## src/rtl/demux_1_to_32_collector.sv

```systemverilog
// Bit-serial to 32-bit parallel collector.
// Each accepted serial bit is steered onto output_lines[index] and held in a register bank.
// Once every line of the current word has been written, the word is offered downstream
// with a valid/ready handshake.
module demux_1_to_32_collector #(
    parameter int unsigned N_LINES  = 32,
    parameter int unsigned SEL_W    = 5,
    parameter int unsigned AUTO_INC = 0
) (
    input  logic               clk,
    input  logic               rst_n,
    input  logic               clear,
    input  logic               input_line,
    input  logic               in_valid,
    output logic               in_ready,
    input  logic [SEL_W-1:0]   selector_bits,
    output logic [N_LINES-1:0] output_lines,
    output logic [N_LINES-1:0] filled_mask,
    output logic               out_valid,
    input  logic               out_ready
);

    typedef enum logic {
        COLLECT = 1'b0,
        FULL    = 1'b1
    } state_t;

    state_t             state_q, state_d;
    logic [N_LINES-1:0] lines_q, lines_d;
    logic [N_LINES-1:0] mask_q,  mask_d;
    logic [SEL_W-1:0]   idx_q,   idx_d;
    logic               in_ready_q,  in_ready_d;
    logic               out_valid_q, out_valid_d;
    logic [SEL_W-1:0]   wr_idx;

    // Next-state and output logic; clear outranks both handshakes.
    always_comb begin
        state_d     = state_q;
        lines_d     = lines_q;
        mask_d      = mask_q;
        idx_d       = idx_q;
        in_ready_d  = in_ready_q;
        out_valid_d = out_valid_q;
        wr_idx      = (AUTO_INC != 0) ? idx_q : selector_bits;

        if (clear) begin
            state_d     = COLLECT;
            lines_d     = '0;
            mask_d      = '0;
            idx_d       = '0;
            in_ready_d  = 1'b1;
            out_valid_d = 1'b0;
        end else begin
            unique case (state_q)
                COLLECT: begin
                    if (in_valid && in_ready_q) begin
                        lines_d[wr_idx] = input_line;
                        mask_d[wr_idx]  = 1'b1;
                        if (AUTO_INC != 0) begin
                            idx_d = idx_q + SEL_W'(1);
                        end
                        // Word becomes complete on the edge that fills its last line.
                        if (&mask_d) begin
                            state_d     = FULL;
                            in_ready_d  = 1'b0;
                            out_valid_d = 1'b1;
                        end
                    end
                end
                FULL: begin
                    // Word is frozen until the consumer takes it; one bubble per word.
                    if (out_ready) begin
                        state_d     = COLLECT;
                        lines_d     = '0;
                        mask_d      = '0;
                        idx_d       = '0;
                        in_ready_d  = 1'b1;
                        out_valid_d = 1'b0;
                    end
                end
                default: begin
                    state_d     = COLLECT;
                    in_ready_d  = 1'b1;
                    out_valid_d = 1'b0;
                end
            endcase
        end
    end

    // State and data registers with synchronous active-low reset.
    always_ff @(posedge clk) begin
        if (!rst_n) begin
            state_q     <= COLLECT;
            lines_q     <= '0;
            mask_q      <= '0;
            idx_q       <= '0;
            in_ready_q  <= 1'b1;
            out_valid_q <= 1'b0;
        end else begin
            state_q     <= state_d;
            lines_q     <= lines_d;
            mask_q      <= mask_d;
            idx_q       <= idx_d;
            in_ready_q  <= in_ready_d;
            out_valid_q <= out_valid_d;
        end
    end

    assign in_ready     = in_ready_q;
    assign out_valid    = out_valid_q;
    assign output_lines = lines_q;
    assign filled_mask  = mask_q;

endmodule
```

## config.mk

```make
export PLATFORM = sky130hd
export DESIGN_NAME = demux_1_to_32_collector
export DESIGN_NICKNAME = d
export VERILOG_FILES = /design/src/rtl/demux_1_to_32_collector.sv
export SDC_FILE = /design/constraint.sdc
export NUM_CORES = 1
export LEC_CHECK = 0
export CAP_MARGIN = 20
export CORE_ASPECT_RATIO = 1.75
export CORE_UTILIZATION = 48
export CTS_CLUSTER_SIZE = 20
export DETAILED_ROUTE_END_ITERATION = 8
export PLACE_DENSITY = 0.85
export SLEW_MARGIN = 10
export SYNTH_ARGS = -nofsm -noshare
export SYNTH_HDL_FRONTEND = slang
export SYNTH_SLANG_ARGS = --single-unit
```

## constraint.sdc

```tcl
create_clock -name clk -period 2.3 [get_ports clk]
set_input_delay 0.46 -clock clk [delete_from_list [all_inputs] [get_ports clk]]
set_output_delay 0.46 -clock clk [all_outputs]
set_load 0.01 [all_outputs]
```

==> out/qor.csv <==
stage,metric,value,unit
critical_path,crit_slowest_cell,nor3_1,
clocking,cts_buffers,9,
timing,fmax,471.8,MHz
clocking,cts_tree,done,
critical_path,cp_cell_sequence,clkdlybuf4s50_1 > nand2_1 > nor2_1 > a21oi_1 > nor3_1 > a21oi_1 > a211oi_1,
placement,post-place-cells,512,
timing,fin_ws,0.1804,ns
final_layout,post-route-util,74.20,%
job,maxCapViolCount,0,
timing,tightest_slew,0.9822,ns
drt,finalWirelength,9396,um
critical_path,arrival,2.39,ns
yosys,synth_edf_count,0,
clocking,cts_root_buf,clkbuf_8,
floorplanning,initial_core_util,49.34,%
yosys,synth_most_common_cell,a21oi_1,
drt,drc,0,
global_route,grt.overflow.total,0,
pwr,ir_worst_vdd,680.3,uV
critical_path,crit_fanout,8,
final_layout,final_cells,528,
drt,drt-pass1-iter-count,5,
final_layout,area_growth,50.39,%
global_route,antenna_found_initial,0,
pwr,clkPwrFrac,43.0,%
final_layout,register_area,0.001341,sq mm
pwr,power_density,581.5,mW/mm^2
status,outcome,completed,
yosys,ys_warn_count,0,
clocking,clock_latency,0.35,ns
pwr,power.net_switching,0.5775,mW
hold_path,hp-class,flip-flop to flip-flop,
yosys,ys.flop_type,dfxtp_1,
global_route,grt_pass1_wl,14420,um
yosys,syn_inst,327,
timing,skew,0.003846,ns
yosys,synth_async_sr_flop_share,0,%
clocking,clk_path_buf_depth,2,
critical_path,required,2.57,ns
global_route,track_usage,30.81,%
clocking,post_cts_buffers,0,
yosys,synth_area_per_cell,8.800,sq um
yosys,syn-num-nets,338,
timing,fin_hold_ws,0.4866,ns
clocking,clock_sinks,67,
critical_path,slowest_delay,0.76,ns
placement,dpl_cell_area,0.004028,sq mm
timing,min_period,2.120,ns
clocking,cts.clk_slew.worst_paths,0.07,ns
global_route,first_global_vias,3092,
yosys,synth_commonest_cells,"a21oi_1 (72), dfxtp_1 (67), nor2_1 (44)",
timing,rsz0062_at_grt,false,
yosys,synth_seq_cells,67,
yosys,synth_top_cell_by_area,dfxtp_1,
pwr,internal_power,1.939,mW
timing,slew_viol_final,0,
drt,via_per_inst,5.894,
final_layout,layout.nets,458,
pwr,seqPwrFrac,46.5,%
pwr,swShare,22.95,%
final_layout,final_area,0.004328,sq mm
floorplanning,die-area,0.006321,sq mm
placement,routabilityCongestion,0.9848,
timing,relSlewSlack,34.02,%
final_layout,fillers,432,
critical_path,startpoint_type,input pin,
critical_path,timing.critical_path.buf_inv,1,
floorplanning,die_h,104.4,um
floorplanning,io_pins,77,
hold_path,min_path_cells,2,
placement,port_buffers,76,
placement,pre_cts_ws,-0.3794,ns
timing,hold_viol,0,
drt,num_vias,3112,
drt,wl_per_cell,17.80,um
drt,final_antenna_net_count,0,
yosys,ys_top_cells_by_area,"dfxtp_1 (47%), a21oi_1 (13%), a211oi_1 (8.3%)",
drt,drt-initial-drc-count,204,
pwr,comb_power_share,10.5,%
placement,dp_hpwl,6533,um
critical_path,worst-path-stages,7,
floorplanning,coreArea,0.005833,sq mm
pwr,power,2.517,mW
yosys,ys_types,43,
yosys,yosysSeqAreaShare,46.61,%
timing,setup_viol_count_final,0,
pwr,p_leak,1.645,nW
global_route,grt_max_degree,63,
floorplanning,dieWidth,60.53,um
critical_path,critPathCaptureType,flip-flop,
critical_path,reg2reg_depth,6,
critical_path,path_delay_family,simple AND/OR/NAND/NOR gates,
final_layout,multi_input_area,0.001434,sq mm
floorplanning,rows,37,
yosys,synth_top_area_share,46.61,%
clocking,holdBufCountCts,0,
timing,timing.setup.tns,0,ns
yosys,syn-cell-area,0.002878,sq mm
final_layout,diodes,0,
critical_path,criticalPathCategory,input pin to flip-flop,
critical_path,crit_path_frequent_cell,a21oi_1,
timing,min_period_over_period,92.16,%
final_layout,drive_gt1_share,19.33,%
clocking,cts_max_level,3,
-- logic make-up after synthesis --
| logic type | share of synthesized area [%] |
|---|---|
| compound gates | 28.13 |
| buf+inv | 5.043 |
| simple gates | 20.22 |
| flops | 46.61 |
-- layout by cell type (no fill, tap or decap), drive strengths merged, types with 3 or more instances in the layout --
master	netlist	routed
dlymetal6s2s	0	5
a32oi	6	6
nor3	10	10
dfxtp	67	67
a211oi	32	32
buf	10	57
clkdlybuf4s50	0	71
a21o	8	8
a31oi	4	4
nor2b	5	5
nor4	4	4
nor3b	7	7
and2	4	4
and3b	3	3
and3	4	4
nand2	10	10
nor2	44	44
a21oi	72	72
clkbuf	14	12
inv	3	3
-- per-layer routing --
layer | GRT usage (%) | routed length (um)
met2 | 51.88 | 5034
met1 | 31.15 | 3360
met3 | 6.095 | 411
met4 | 24.03 | 590
met5 | 0 | 0
-- flip-flops by register name, summed over array words and instances (netlist names) --
register      count
in_ready          1
out_valid         1
filled_mask      32
output_lines     32
state_q           1
-- layout make-up --
cell class | count | share of cell area [%]
clock buffer | 12 | 3.585
clock inverter | 2 | 1.388
inverter | 3 | 0.2602
multi-input combinational | 233 | 33.13
sequential | 67 | 30.99
tap | 78 | 2.255
timing repair buffer | 133 | 28.39
-- worst paths after layout --
| check | start | endpoint | slack (ns) |
|---|---|---|---|
| max | in_valid | output_lines[12]$_SDFFE_PP0P_ | 0.18 |
| min | in_ready$_SDFFE_PP1P_ | in_ready$_SDFFE_PP1P_ | 0.49 |
| max reg2reg | in_ready$_SDFFE_PP1P_ | output_lines[12]$_SDFFE_PP0P_ | 0.37 |
| min reg2reg | in_ready$_SDFFE_PP1P_ | in_ready$_SDFFE_PP1P_ | 0.49 |
-- worst register-to-register path, delay by kind of cell, from the launching register on --
family,cells,cell delay (ns)
simple gates,3,1.00
compound gates,3,0.49
flops,1,0.36
-- timing repair --
item | in CTS | in global routing
pin swaps | 0 | 4
setup endpoints to repair | 3 | 3
gates cloned | 0 | 2
resized for setup | 1 | 21
-- power by group through the flow --
stage               clock, mW  combinational [mW]  sequential [mW]
finish                   1.08               0.265             1.17
global route             1.15               0.281             1.17
CTS                      1.09               0.244             1.17
detailed placement          0               0.242             1.20
global placement            0               0.239             1.20
floorplan                   0               0.125             1.20
Note: power is estimated with default switching activity, not from simulation.
